[src/rtl/fetch_unit.sv]
// rtl/fetch_unit.sv - instruction fetch stage: PC, imem req/ack, decode output register, redirect squash, halt
module fetch_unit #(
  parameter logic [15:0] RESET_PC = 16'h0000
) (
  input  logic        clk,
  input  logic        rst_n,
  output logic        imemReq,
  output logic [15:0] imemAddr,
  input  logic        imemAck,
  input  logic [15:0] imemData,
  output logic [15:0] instr,
  output logic        instrValid,
  output logic [15:0] pcOut,
  input  logic        stall,
  input  logic        hlt,
  input  logic        redirect,
  input  logic [15:0] redirectPc,
  output logic        halted
);

  typedef enum logic [1:0] {IDLE, FETCH, HOLD, HALT} state_t;

  state_t      state, state_nxt;
  logic [15:0] fetch_pc, fetch_pc_nxt;
  logic [15:0] pend_pc, pend_pc_nxt;
  logic        squash, squash_nxt;
  logic [15:0] instr_nxt, pc_out_nxt;

  // The memory address always tracks the fetch PC register; it only moves when the
  // outstanding request has been acked, so it stays stable while imemReq is high.
  assign imemAddr = fetch_pc;

  // State, PC and output registers; the status flags are registered copies of the next state.
  always_ff @(posedge clk or negedge rst_n) begin
    if (!rst_n) begin
      state      <= IDLE;
      fetch_pc   <= RESET_PC;
      pend_pc    <= 16'h0000;
      squash     <= 1'b0;
      instr      <= 16'h0000;
      pcOut      <= 16'h0000;
      imemReq    <= 1'b0;
      instrValid <= 1'b0;
      halted     <= 1'b0;
    end else begin
      state      <= state_nxt;
      fetch_pc   <= fetch_pc_nxt;
      pend_pc    <= pend_pc_nxt;
      squash     <= squash_nxt;
      instr      <= instr_nxt;
      pcOut      <= pc_out_nxt;
      imemReq    <= (state_nxt == FETCH);
      instrValid <= (state_nxt == HOLD);
      halted     <= (state_nxt == HALT);
    end
  end

  // Next-state logic: fetch handshake, squash of a redirected in-flight fetch, decode hand-off and halt.
  always_comb begin
    state_nxt    = state;
    fetch_pc_nxt = fetch_pc;
    pend_pc_nxt  = pend_pc;
    squash_nxt   = squash;
    instr_nxt    = instr;
    pc_out_nxt   = pcOut;
    case (state)
      IDLE: begin
        state_nxt = FETCH;
        if (redirect) fetch_pc_nxt = redirectPc;
      end
      FETCH: begin
        if (imemAck) begin
          if (squash || redirect) begin
            // Wrong-path data: drop it and refetch from the newest target.
            fetch_pc_nxt = redirect ? redirectPc : pend_pc;
            squash_nxt   = 1'b0;
          end else begin
            instr_nxt    = imemData;
            pc_out_nxt   = fetch_pc;
            fetch_pc_nxt = fetch_pc + 16'd1;
            state_nxt    = HOLD;
          end
        end else if (redirect) begin
          // The address cannot change under an outstanding request; remember the target.
          squash_nxt  = 1'b1;
          pend_pc_nxt = redirectPc;
        end
      end
      HOLD: begin
        // A redirect comes from an older instruction, so it beats a (wrong-path) HLT.
        if (redirect) begin
          fetch_pc_nxt = redirectPc;
          state_nxt    = FETCH;
        end else if (!stall) begin
          state_nxt = hlt ? HALT : FETCH;
        end
      end
      HALT: begin
        state_nxt = HALT;
      end
      default: begin
        state_nxt = IDLE;
      end
    endcase
  end

endmodule

[config.mk]
export PLATFORM = sky130hd
export DESIGN_NAME = fetch_unit
export DESIGN_NICKNAME = d
export VERILOG_FILES = /design/src/rtl/fetch_unit.sv
export SDC_FILE = /design/constraint.sdc
export NUM_CORES = 1
export LEC_CHECK = 0
export CAP_MARGIN = 40
export CORE_MARGIN = 2
export CORE_UTILIZATION = 49
export DETAILED_ROUTE_END_ITERATION = 6
export PLACE_DENSITY = 0.81
export SETUP_SLACK_MARGIN = 0.3
export SYNTH_ARGS = -nofsm -noshare
export SYNTH_HDL_FRONTEND = slang
export SYNTH_SLANG_ARGS = --single-unit
[constraint.sdc]
create_clock -name clk -period 1.92 [get_ports clk]
set_clock_uncertainty 0.15 [all_clocks]
set_input_delay 0.384 -clock clk [delete_from_list [all_inputs] [get_ports clk]]
set_output_delay 0.384 -clock clk [all_outputs]
set_load 0.05 [all_outputs]
* Word level (Yosys, flattened, before mapping)
Cells that the tools add are included. Widths: inputs -> output; s select.
Word-level totals: bits of input ports 38, flip-flop bits (word level) 70, logic and storage cells 44
Cells by class: reductions and logical operators 9, add/sub/neg operators 1, bitwise logic cells 2, eq/ne operators 9, mux-type cells 14
Operator list (number):
- $mux 16 | 4
- $pmux 16 s2 | 1
- $add 16x1->16 const B | 1
- $mux 2 | 5
- $reduce_and 3->1 | 3
- $eq 2x2->1 const B | 4
- $pmux 2 s4 | 1
- $eq 2x1->1 const B | 2
- $ne 2x1->1 const B | 2
- $reduce_bool 2->1 | 2
- $mux 1 | 3
- $logic_not 2->1 | 1
- $ne 2x2->1 const B | 1
- $not 1->1 | 2
- $reduce_and 2->1 | 1
- $reduce_or 2->1 | 1
- $logic_or 1x1->1 | 1

* Logic depth before layout (Yosys ltp)
Gate-level depths: netlist (run 1).
depth after elaboration 5, depth in mapped cells 6

* Least setup slack after synthesis (run 1)
No wires, ideal clock.
kind register -> register, start register fetch_pc[2] (netlist: imemAddr[2]), end register fetch_pc[9] (netlist: imemAddr[9]), data arrival time 1.879 ns, path slack -0.236 ns, stages on the path, launching flop included 6, period minus slack after synthesis 2.156 ns, data required time 1.643 ns, buffers on the path 1, path through dfrtp_1 > buf_2 > nand4_4 > or4_4 > a221oi_2 > nor3_1
Between the ends: cells in the longest elaborated chain, start to end 4
RTL lines:
- start, declared | RTL line 24 | logic [15:0] fetch_pc, fetch_pc_nxt;
- start signal, assigned | RTL line 47 | fetch_pc <= fetch_pc_nxt;
- $add 16x1->16 | RTL line 80 | fetch_pc_nxt = fetch_pc + 16'd1;
- $mux 16 | RTL line 73 | if (squash || redirect) begin
- $mux 16 | RTL line 72 | if (imemAck) begin
- $pmux 16 s2 | RTL line 66 | case (state)
Every way passes these cells. The select of a mux whose other input is x is not followed. A chain may end at the register's enable or synchronous reset.

* Final worst setup path (run 1)
start register state[1], end register fetch_pc[10] (netlist: imemAddr[10])
Between the ends: cells in the longest elaborated chain, start to end 4, elaborated cells between the ends (all ways) 9
RTL lines:
- start, declared | RTL line 23 | state_t state, state_nxt;
- start signal, assigned | RTL line 46 | state <= state_nxt;
- $eq 2x2->1 / $logic_not 2->1 (equally long branches) | RTL line 66
- $reduce_or 2->1 (no line)
- $ne 2x1->1 (no line) / $reduce_bool 2->1 (equally long branches)
- $reduce_and 3->1 (no line)
Several ways; a longest one is shown, not always the timed one.

==> results of run 1 <==
[timing repair]
action                     4_1_cts  5_1_grt
hold endpoints to repair        70        0
gates cloned                     0        1
pin swaps                        7       11
setup endpoints to repair       68       70
gates resized for setup         34       43
hold buffers                     1        0
buffers inserted                23       21
[flip-flops by register name, indices dropped and copies added, names as in the netlist]
name        flops
squash          1
pend_pc        16
halted          1
instr          16
imemReq         1
pcOut          16
imemAddr       16
instrValid      1
state           2
[report_power, final]
part / switching [mW] / leakage [nW] / internal [mW]
combinational: 3.61 / 1.63 / 2.32
clock: 0.579 / 0.109 / 0.671
sequential: 0.610 / 0.842 / 2.19
[path summary, 6_finish.rpt]
check | from | cells after the start | endpoint
setup / recovery | state[1]$_DFF_PN0_ | 5 | imemAddr[10]$_DFFE_PN0P_
hold / removal | pcOut[14]$_DFFE_PN0P_ | 2 | pcOut[14]$_DFFE_PN0P_
setup reg to reg | state[1]$_DFF_PN0_ | 5 | imemAddr[10]$_DFFE_PN0P_
hold reg to reg | pcOut[14]$_DFFE_PN0P_ | 2 | pcOut[14]$_DFFE_PN0P_
max in group asynchronous | rst_n | 3 | state[0]$_DFF_PN0_
min in group asynchronous | rst_n | 3 | pend_pc[1]$_DFFE_PN0N_
[cells by family (layout without fill, tap and decap cells)]
group           Yosys count  count (layout)  synth area share [%]
mux                      18              18                  5.84
xor+xnor                  3               3                 0.781
compound gates           64              64                  13.4
buf+inv                  35             199                  4.50
simple gates            171             171                  23.1
flops                    70              70                  52.1
fa+ha+maj                 1               1                 0.372
[worst register-to-register path, stage by stage, from the launching register on]
cell and delay (ns):
dfrtp_2 0.47, nand3b_4 0.24, o21ai_4 0.13, buf_6 0.17
mux2i_2 0.27, o311a_1 0.26
[per-stage QoR]
| step | area (um^2) | hold WS, ns | instances | setup slack, ns | power [mW] |
|---|---|---|---|---|---|
| 2_1_floorplan | 3400 | -0.0616 | 362 | 0.0543 | 5.80 |
| 3_3_place_gp | 4520 | 0.285 | 544 | -0.291 | 7.41 |
| 3_5_place_dp | 4520 | 0.288 | 544 | -0.338 | 7.54 |
| 4_1_cts | 5040 | 0.330 | 584 | 0.255 | 9.16 |
| 5_1_grt | 5400 | 0.351 | 606 | 0.147 | 10.4 |
| 6_report | 5400 | 0.327 | 606 | 0.161 | 9.98 |
[cells in the mapped netlist, drive strengths merged, types with 2 or more instances]
| library cell | n |
|---|---|
| or2 | 2 |
| nor2 | 14 |
| nand2b | 3 |
| o21ai | 15 |
| nand3b | 4 |
| a21oi | 12 |
| a211oi | 7 |
| o31ai | 2 |
| inv | 12 |
| mux2i | 5 |
| clkbuf | 9 |
| o211ai | 3 |
| and3 | 6 |
| a21o | 3 |
| nand3 | 6 |
| buf | 14 |
| a31o | 2 |
| nand2 | 113 |
| nor4 | 7 |
| nand4 | 4 |
| xor2 | 2 |
| nor3 | 5 |
| a221oi | 3 |
| mux2 | 13 |
| nor2b | 2 |
| dfrtp | 70 |
| a2111oi | 4 |
| a31oi | 3 |
| o311ai | 2 |
| a221o | 2 |
[per-layer routing]
metal	routed length, um	GRT usage [%]	vias to the layer above
li1	-	-	1566
met1	4730	36.9	1728
met2	5670	42.2	226
met3	930	8.63	73
met4	649	14.1	0
met5	0	0	-
[area by class of cell]
type	instances	area, um^2
Clock inverter	5	57.6
Fill cell	367	1320
Inverter	12	45.0
Clock buffer	11	151
Timing Repair Buffer	171	1560
Multi-Input combinational cell	257	1720
Tap cell	80	100
Sequential cell	70	1770
==> out/qor.yml, run 1 <==
status:
  status: "finished, final reports clean"
global_routing:
  grt_pass1_wl_mm: 16.1
  antenna_found_initial: 0
  track_usage_pct: 28.1
  grt_overflow: 0
  grt_max_degree: 71
  first_global_vias: 3233
timing:
  relSlewSlack_pct: 72.3
  finalCritPeriodShare_pct: 91.6
  rsz0062_at_grt: "true"
  report.final.slew_viol_count: 0
  setup-violations-final: 0
  finalHoldViolations: 0
  fin_setup_tns_ns: 0
  worst_pin_slew_ns: 0.406
  fmax_ghz: 0.568
  period_needed_ns: 1.76
clock_network:
  clkTransAtPathRegs_ns: 0.08
  clockRootBuffer: "clkbuf_8"
  numClockSinks: 70
  cts_tree: "yes"
  numCtsBuffers: 9
  htreeDepth: 3
  insertion_delay_ns: 0.36
  cts_buffer_depth: 2
yosys:
  syn_inst: 362
  async_flop_share_pct: 100
  synth_top_area_share_pct: 52.1
  synthFlopType: "dfrtp_1"
  ys_ff_latch: 70
  syn_nets: 401
  ys_warn_count: 0
  yosysTopAreaCell: "dfrtp_1"
  synth-edff-count: 0
  yosysSeqAreaShare_pct: 52.1
  synth_area_leaders: "dfrtp_1 (52%), nand2_1 (13%), mux2_2 (4.0%), o21ai_0 (2.1%), a21oi_1 (1.6%)"
  avgSynthCellArea_um2: 9.29
  synth_cell_type_count: 53
  syn-cell-area_um2: 3360
die:
  dieArea_um2: 7550
  core_um2: 6720
  start_util_pct: 50.1
  io_pins: 89
  dieHeight_um: 86.9
  rows: 30
  die_w_um: 86.9
pwr:
  p_leak_nw: 2.58
  peakVddDrop_uv: 836
  cellPowerDensity_nw_per_um2: 1850
critical_path:
  rrSetupSlack_ns: 0.16
  cp_max_fo: 6
  startpoint_type: "register"
  critPathArrivalTime_ns: 1.89
  cp_top_family: "flip-flops"
  critical_path_class: "register to register"
  path_buf_inv: 1
  cpPeakStageDelay_ns: 0.47
  slowest_stage: "dfrtp_2"
  crit_path_end_kind: "register"
  path_cells: "nand3b_4 > o21ai_4 > buf_6 > mux2i_2 > o311a_1"
  crit_required_ns: 2.06
cells_and_area:
  final_cell_mix: "nand2_1 (111), buf_4 (106), dfrtp_1 (54)"
  final_core_util_pct: 80.4
  nets: 560
  final_common_cell: "nand2_1"
  num_antenna_cells: 0
  areaGrowthSynthToFinish_pct: 60.5
  drive_gt1_share_pct: 42.2
placement:
  port_buffers: 88
  hpwlAfterDp_mm: 6.42
  routabilityCongestion: 0.917
detailed_routing:
  drc_errors: 0
  ant_nets: 0
  initialDrtViolationCount: 351
  wl_mm: 12.0
  post_drt_wl_per_cell_um: 19.8
  vias: 3593
  firstDrtPassIters: 5
  post_drt_via_cell_ratio: 5.93
worst_hold_path:
  hp-class: "register to register"
job:
  drv_cap: 0
(Power assumes the default switching activity.)
==> inputs of run 2 (changes only) <==
MAX_ROUTING_LAYER = met4   (was default)
==> run 2 against run 1 <==
  * Count of clock-buffer cells in the layout is the same
  * Sequential share of layout area is essentially flat
  * Die area is the same
  * Final cell count shrank 0.83%
  * Fmax shrank 1.2%
  * Via count grew 3.1%
  * Largest power group unchanged
  * Largest cell class unchanged
  * Sequential power is essentially flat
==> out/qor.yml, run 2 (synthesized netlist as in run 1, its figures left out) <==
critical_path:
  cp_top_family: "simple AND/OR/NAND/NOR gates"
  critical_path_class: "register to register"
  slowest_stage: "dfrtp_2"
  startpoint_type: "register"
  crit_path_end_kind: "register"
  crit_required_ns: 2.02
  r2r_start: "imemAddr[4]$_DFFE_PN0P_"
  critPathArrivalTime_ns: 1.88
  r2r_end: "imemAddr[13]$_DFFE_PN0P_"
  rrSetupSlack_ns: 0.14
  cpPeakStageDelay_ns: 0.48
  path_cells: "nand4_4 > nor4_4 > a2111oi_0 > a221oi_2"
  worst-path-stages: 4
  ff2ff_path_depth: 4
  path_buf_inv: 0
  cp_max_fo: 5
timing:
  worst_pin_slew_ns: 0.593
  finalHoldViolations: 0
  rsz0062_at_grt: "true"
  setup-violations-final: 0
  report.final.slew_viol_count: 0
  period_needed_ns: 1.78
  setup_ws_ns: 0.140
  fin_setup_tns_ns: 0
  fmax_ghz: 0.562
  relSlewSlack_pct: 59.5
  finalCritPeriodShare_pct: 92.7
detailed_routing:
  wl_mm: 12.4
  ant_nets: 0
  firstDrtPassIters: 6
  vias: 3705
  post_drt_wl_per_cell_um: 20.7
  drc_errors: 0
  post_drt_via_cell_ratio: 6.16
  initialDrtViolationCount: 528
placement:
  dp_cells: 544
  pre_cts_ws_ns: -0.353
  routabilityCongestion: 0.921
  port_buffers: 88
  hpwlAfterDp_mm: 6.48
cells_and_area:
  fin_cells: 601
  final_cell_mix: "nand2_1 (110), buf_4 (93), dfrtp_1 (55)"
  final_common_cell: "nand2_1"
  drive_gt1_share_pct: 40.9
  areaGrowthSynthToFinish_pct: 60.4
  num_antenna_cells: 0
  nets: 555
pwr:
  p_leak_nw: 2.56
  pwr-share-clk_pct: 12.6
  cellPowerDensity_nw_per_um2: 1860
  internal_power_mw: 5.21
  p_total_mw: 10.0
  p_comb_share_pct: 59.1
  power_frac_seq_pct: 28.3
  p_sw_mw: 4.80
  switching_share_pct: 48.0
  peakVddDrop_uv: 777
clock_network:
  cts_tree: "yes"
  clkTransAtPathRegs_ns: 0.08
  cts_buffer_depth: 2
  clockRootBuffer: "clkbuf_8"
  insertion_delay_ns: 0.35
  htreeDepth: 3
  numCtsBuffers: 9
  numClockSinks: 70
job:
  drv_cap: 0
worst_hold_path:
  worstHoldPathCells: 2
  hold_end: "instr[7]$_DFFE_PN0P_"
  min_from: "instr[7]$_DFFE_PN0P_"
  hp-class: "register to register"
global_routing:
  first_global_vias: 3171
  grt_overflow: 0
  antenna_found_initial: 0
  track_usage_pct: 28.3
  grt_pass1_wl_mm: 15.9
  grt_max_degree: 34
die:
  core_um2: 6720
  dieHeight_um: 86.9
  dieArea_um2: 7550
  io_pins: 89
  start_util_pct: 50.1
  rows: 30
  die_w_um: 86.9
status:
  status: "finished, final reports clean"
==> run 2: worst max-delay path by stage <==
stage                       startpoint                       end  slack, ns
2_1_floorplan  imemAddr[3]$_DFFE_PN0P_   imemAddr[9]$_DFFE_PN0P_       0.05
3_3_place_gp                  redirect    pend_pc[1]$_DFFE_PN0N_      -0.29
3_5_place_dp                  redirect    pend_pc[4]$_DFFE_PN0N_      -0.35
4_1_cts        imemAddr[3]$_DFFE_PN0P_               imemAddr[3]       0.27
5_1_grt        imemAddr[4]$_DFFE_PN0P_  imemAddr[13]$_DFFE_PN0P_       0.11
6_report       imemAddr[4]$_DFFE_PN0P_  imemAddr[13]$_DFFE_PN0P_       0.14
==> run 2: per-stage QoR <==
step	instance area (um^2)	util [%]	hold slack, ns
after global placement	4520	67.2	0.181
after detailed placement	4520	67.2	0.186
after CTS	5060	75.3	0.331
after floorplan	3400	-	-0.0616
final	5400	80.3	0.325
after global routing	5400	80.3	0.352
==> run 2: cell type report <==
class                   instances  area (um^2)
multi-input cells             258         1730
clock buffers                  11          131
fillers                       356         1320
flip-flops and latches         70         1770
clock inverters                 5         75.1
inverters                      12         50.0
repair buffers                165         1540
well taps                      80          100
==> run 2: worst reg2reg max path, cell delays in order (launching register included) <==
cell	delay, ns
dfrtp_2	0.48
nand4_4	0.25
nor4_4	0.45
a2111oi_0	0.15
a221oi_2	0.20
==> run 2: repair_timing <==
action | in CTS | in global routing
setup endpoints to repair | 68 | 58
pin swaps | 9 | 17
gates resized for setup | 40 | 50
endpoints found under the hold margin | 12 | 0
setup buffers | 23 | 15
hold buffers | 1 | 0
gates cloned | 0 | 2
==> run 2: power groups by stage <==
stage	clock, mW	sequential [mW]	combinational [mW]
finish	1.26	2.83	5.92
global route	1.34	2.90	6.18
CTS	1.28	2.71	5.25
detailed placement	0	2.80	4.72
global placement	0	2.77	4.64
floorplan	0	4.33	1.47
==> run 2: routing by layer <==
| metal | GRT usage, % | up-vias | share of wire (%) |
|---|---|---|---|
| met5 | - | - | 0 |
| met4 | 13.5 | 0 | 6.9 |
| met3 | 7.20 | 102 | 10 |
| met2 | 40.9 | 277 | 46 |
| met1 | 37.3 | 1759 | 37 |
| li1 | - | 1567 | - |
==> inputs of run 3 (changes only) <==
CORE_UTILIZATION = 45   (was 49)
PLACE_DENSITY = 0.75   (was 0.81)
TNS_END_PERCENT = 100   (was default)
==> run 3 against run 2 <==
  * Final cell count is 4.0% higher
  * Highest routed layer unchanged
  * First-iteration DRC count is 55% lower
  * Combinational power is 2% higher
  * Utilization is 3.0 points lower
==> out/qor.yml, run 3 (synthesized netlist as in run 1, its figures left out) <==
status:
  status: "finished, final reports clean"
die:
  rows: 31
  start_util_pct: 46.4
  core_um2: 7250
  dieHeight_um: 90.5
  dieArea_um2: 8180
  die_w_um: 90.5
  io_pins: 89
critical_path:
  crit_path_end: "imemAddr[9]$_DFFE_PN0P_"
  crit_required_ns: 2.00
  startpoint_type: "register"
  cp_max_fo: 3
  r2r_start: "imemAddr[6]$_DFFE_PN0P_"
  critPathArrivalTime_ns: 1.86
  critical_path_class: "register to register"
  r2r_end: "imemAddr[9]$_DFFE_PN0P_"
  ff2ff_path_depth: 5
  crit_path_end_kind: "register"
  cp-startpoint: "imemAddr[6]$_DFFE_PN0P_"
  rrSetupSlack_ns: 0.14
global_routing:
  first_global_vias: 3162
  grt_max_degree: 71
  grt_util_met2_pct: 37.9
  met3_usage_pct: 4.67
  grt_use_met1_pct: 35.0
  grt.busiest_layer: "met2"
  antenna_found_initial: 0
  grt_pass1_wl_mm: 16.2
  grt_overflow: 0
  track_usage_pct: 25.7
clock_network:
  numClockSinks: 70
  clockRootBuffer: "clkbuf_8"
  numCtsBuffers: 9
  clkTransAtPathRegs_ns: 0.08
  cts_tree: "yes"
  insertion_delay_ns: 0.35
  htreeDepth: 3
  cts_buffer_depth: 2
pwr:
  switching_share_pct: 47.1
  pwr-share-clk_pct: 12.0
  p_total_mw: 10.1
  p_sw_mw: 4.75
  power_frac_seq_pct: 28.1
  internal_power_mw: 5.34
  p_leak_nw: 2.61
  p_comb_share_pct: 60.0
  cellPowerDensity_nw_per_um2: 1800
  peakVddDrop_uv: 1130
timing:
  relSlewSlack_pct: 61.0
  rsz0062_at_grt: "true"
  fmax_ghz: 0.563
  finalCritPeriodShare_pct: 92.5
  report.final.slew_viol_count: 0
  setup-violations-final: 0
  period_needed_ns: 1.78
  worst_pin_slew_ns: 0.571
  finalHoldViolations: 0
detailed_routing:
  initialDrtViolationCount: 235
  firstDrtPassIters: 5
  wl_mm: 10.9
  ant_nets: 0
  post_drt_wl_per_cell_um: 17.4
  post_drt_via_cell_ratio: 5.47
  drc_errors: 0
  vias: 3420
cells_and_area:
  areaGrowthSynthToFinish_pct: 66.6
  nets: 560
  final_cell_mix: "buf_4 (89), nand2_1 (84), dfrtp_1 (54)"
  final_common_cell: "buf_4"
  fin_cells: 625
  final_core_util_pct: 77.3
  drive_gt1_share_pct: 46.4
  fillers: 478
  num_antenna_cells: 0
worst_hold_path:
  hp-class: "register to register"
  worstHoldPathCells: 2
placement:
  hpwlAfterDp_mm: 6.69
  dp_cells: 574
  port_buffers: 88
  routabilityCongestion: 0.923
job:
  drv_cap: 0
==> run 3: cell count changes in the layout (fill, tap and decap cells not counted), sizes merged <==
cell,change
clkdlybuf4s18,-1
dlygate4sd2,+1
buf,+2
clkbuf,+2
bufinv,-1
clkinvlp,+1
clkinv,+1
==> run 3: stage by stage <==
stage	instance area [um^2]	hold slack (ns)	TNS (ns)	setup slack, ns
detailed placement	4600	0.287	-10.30	-0.248
global route	5610	0.349	0	0.110
floorplan	3400	-0.0616	0	0.0543
CTS	5100	0.333	0	0.215
global placement	4600	0.285	-8.46	-0.245
finish	5610	0.328	0	0.144
==> run 3: repair_timing <==
item                                   in CTS  in global routing
buffers inserted                           19                  8
cloned                                      2                  5
gates resized for setup                    36                102
hold buffers                                1                  0
pin swaps                                   8                 43
endpoints found under the hold margin      70                  0
setup endpoints to repair                  71                 72
==> run 3: cell type report <==
class / instances / area, um^2 / area share (%)
clock buffers: 10 / 138 / 2.46
repair buffers: 170 / 1640 / 29.2
multi-input cells: 258 / 1830 / 32.6
clock inverters: 6 / 61.3 / 1.09
inverters: 12 / 47.5 / 0.848
well taps: 99 / 124 / 2.21
flip-flops and latches: 70 / 1770 / 31.6
==> run 3: worst min-delay path by stage <==
stage                                      from                endpoint
after detailed placement                  rst_n  pend_pc[1]$_DFFE_PN0N_
after global placement                    rst_n  pend_pc[1]$_DFFE_PN0N_
final                     instr[13]$_DFFE_PN0P_   instr[13]$_DFFE_PN0P_
after floorplan                           rst_n        halted$_DFF_PN0_
after global routing       pcOut[1]$_DFFE_PN0P_    pcOut[1]$_DFFE_PN0P_
after CTS                 instr[12]$_DFFE_PN0P_   instr[12]$_DFFE_PN0P_
==> run 3: worst max-delay path: stages, from the launching register on <==
cell and delay (ns):
dfrtp_2 0.39, nand4_1 0.20, buf_4 0.21, or4_4 0.42, a221oi_2 0.24, nor3_1 0.07
==> run 3: power groups by stage <==
stage	clock network, mW	registers (mW)	logic, mW
4_1_cts	1.22	2.73	5.36
5_1_grt	1.30	2.91	6.37
3_3_place_gp	0	2.73	4.81
2_1_floorplan	0	4.33	1.47
6_report	1.21	2.83	6.05
3_5_place_dp	0	2.76	4.88
==> run 3: metal layers <==
layer  vias up  part of all wire [%]
met5         -                     0
met4         0                   1.2
met3        13                   4.8
met2       135                    51
met1      1694                    43
li1       1578                     -
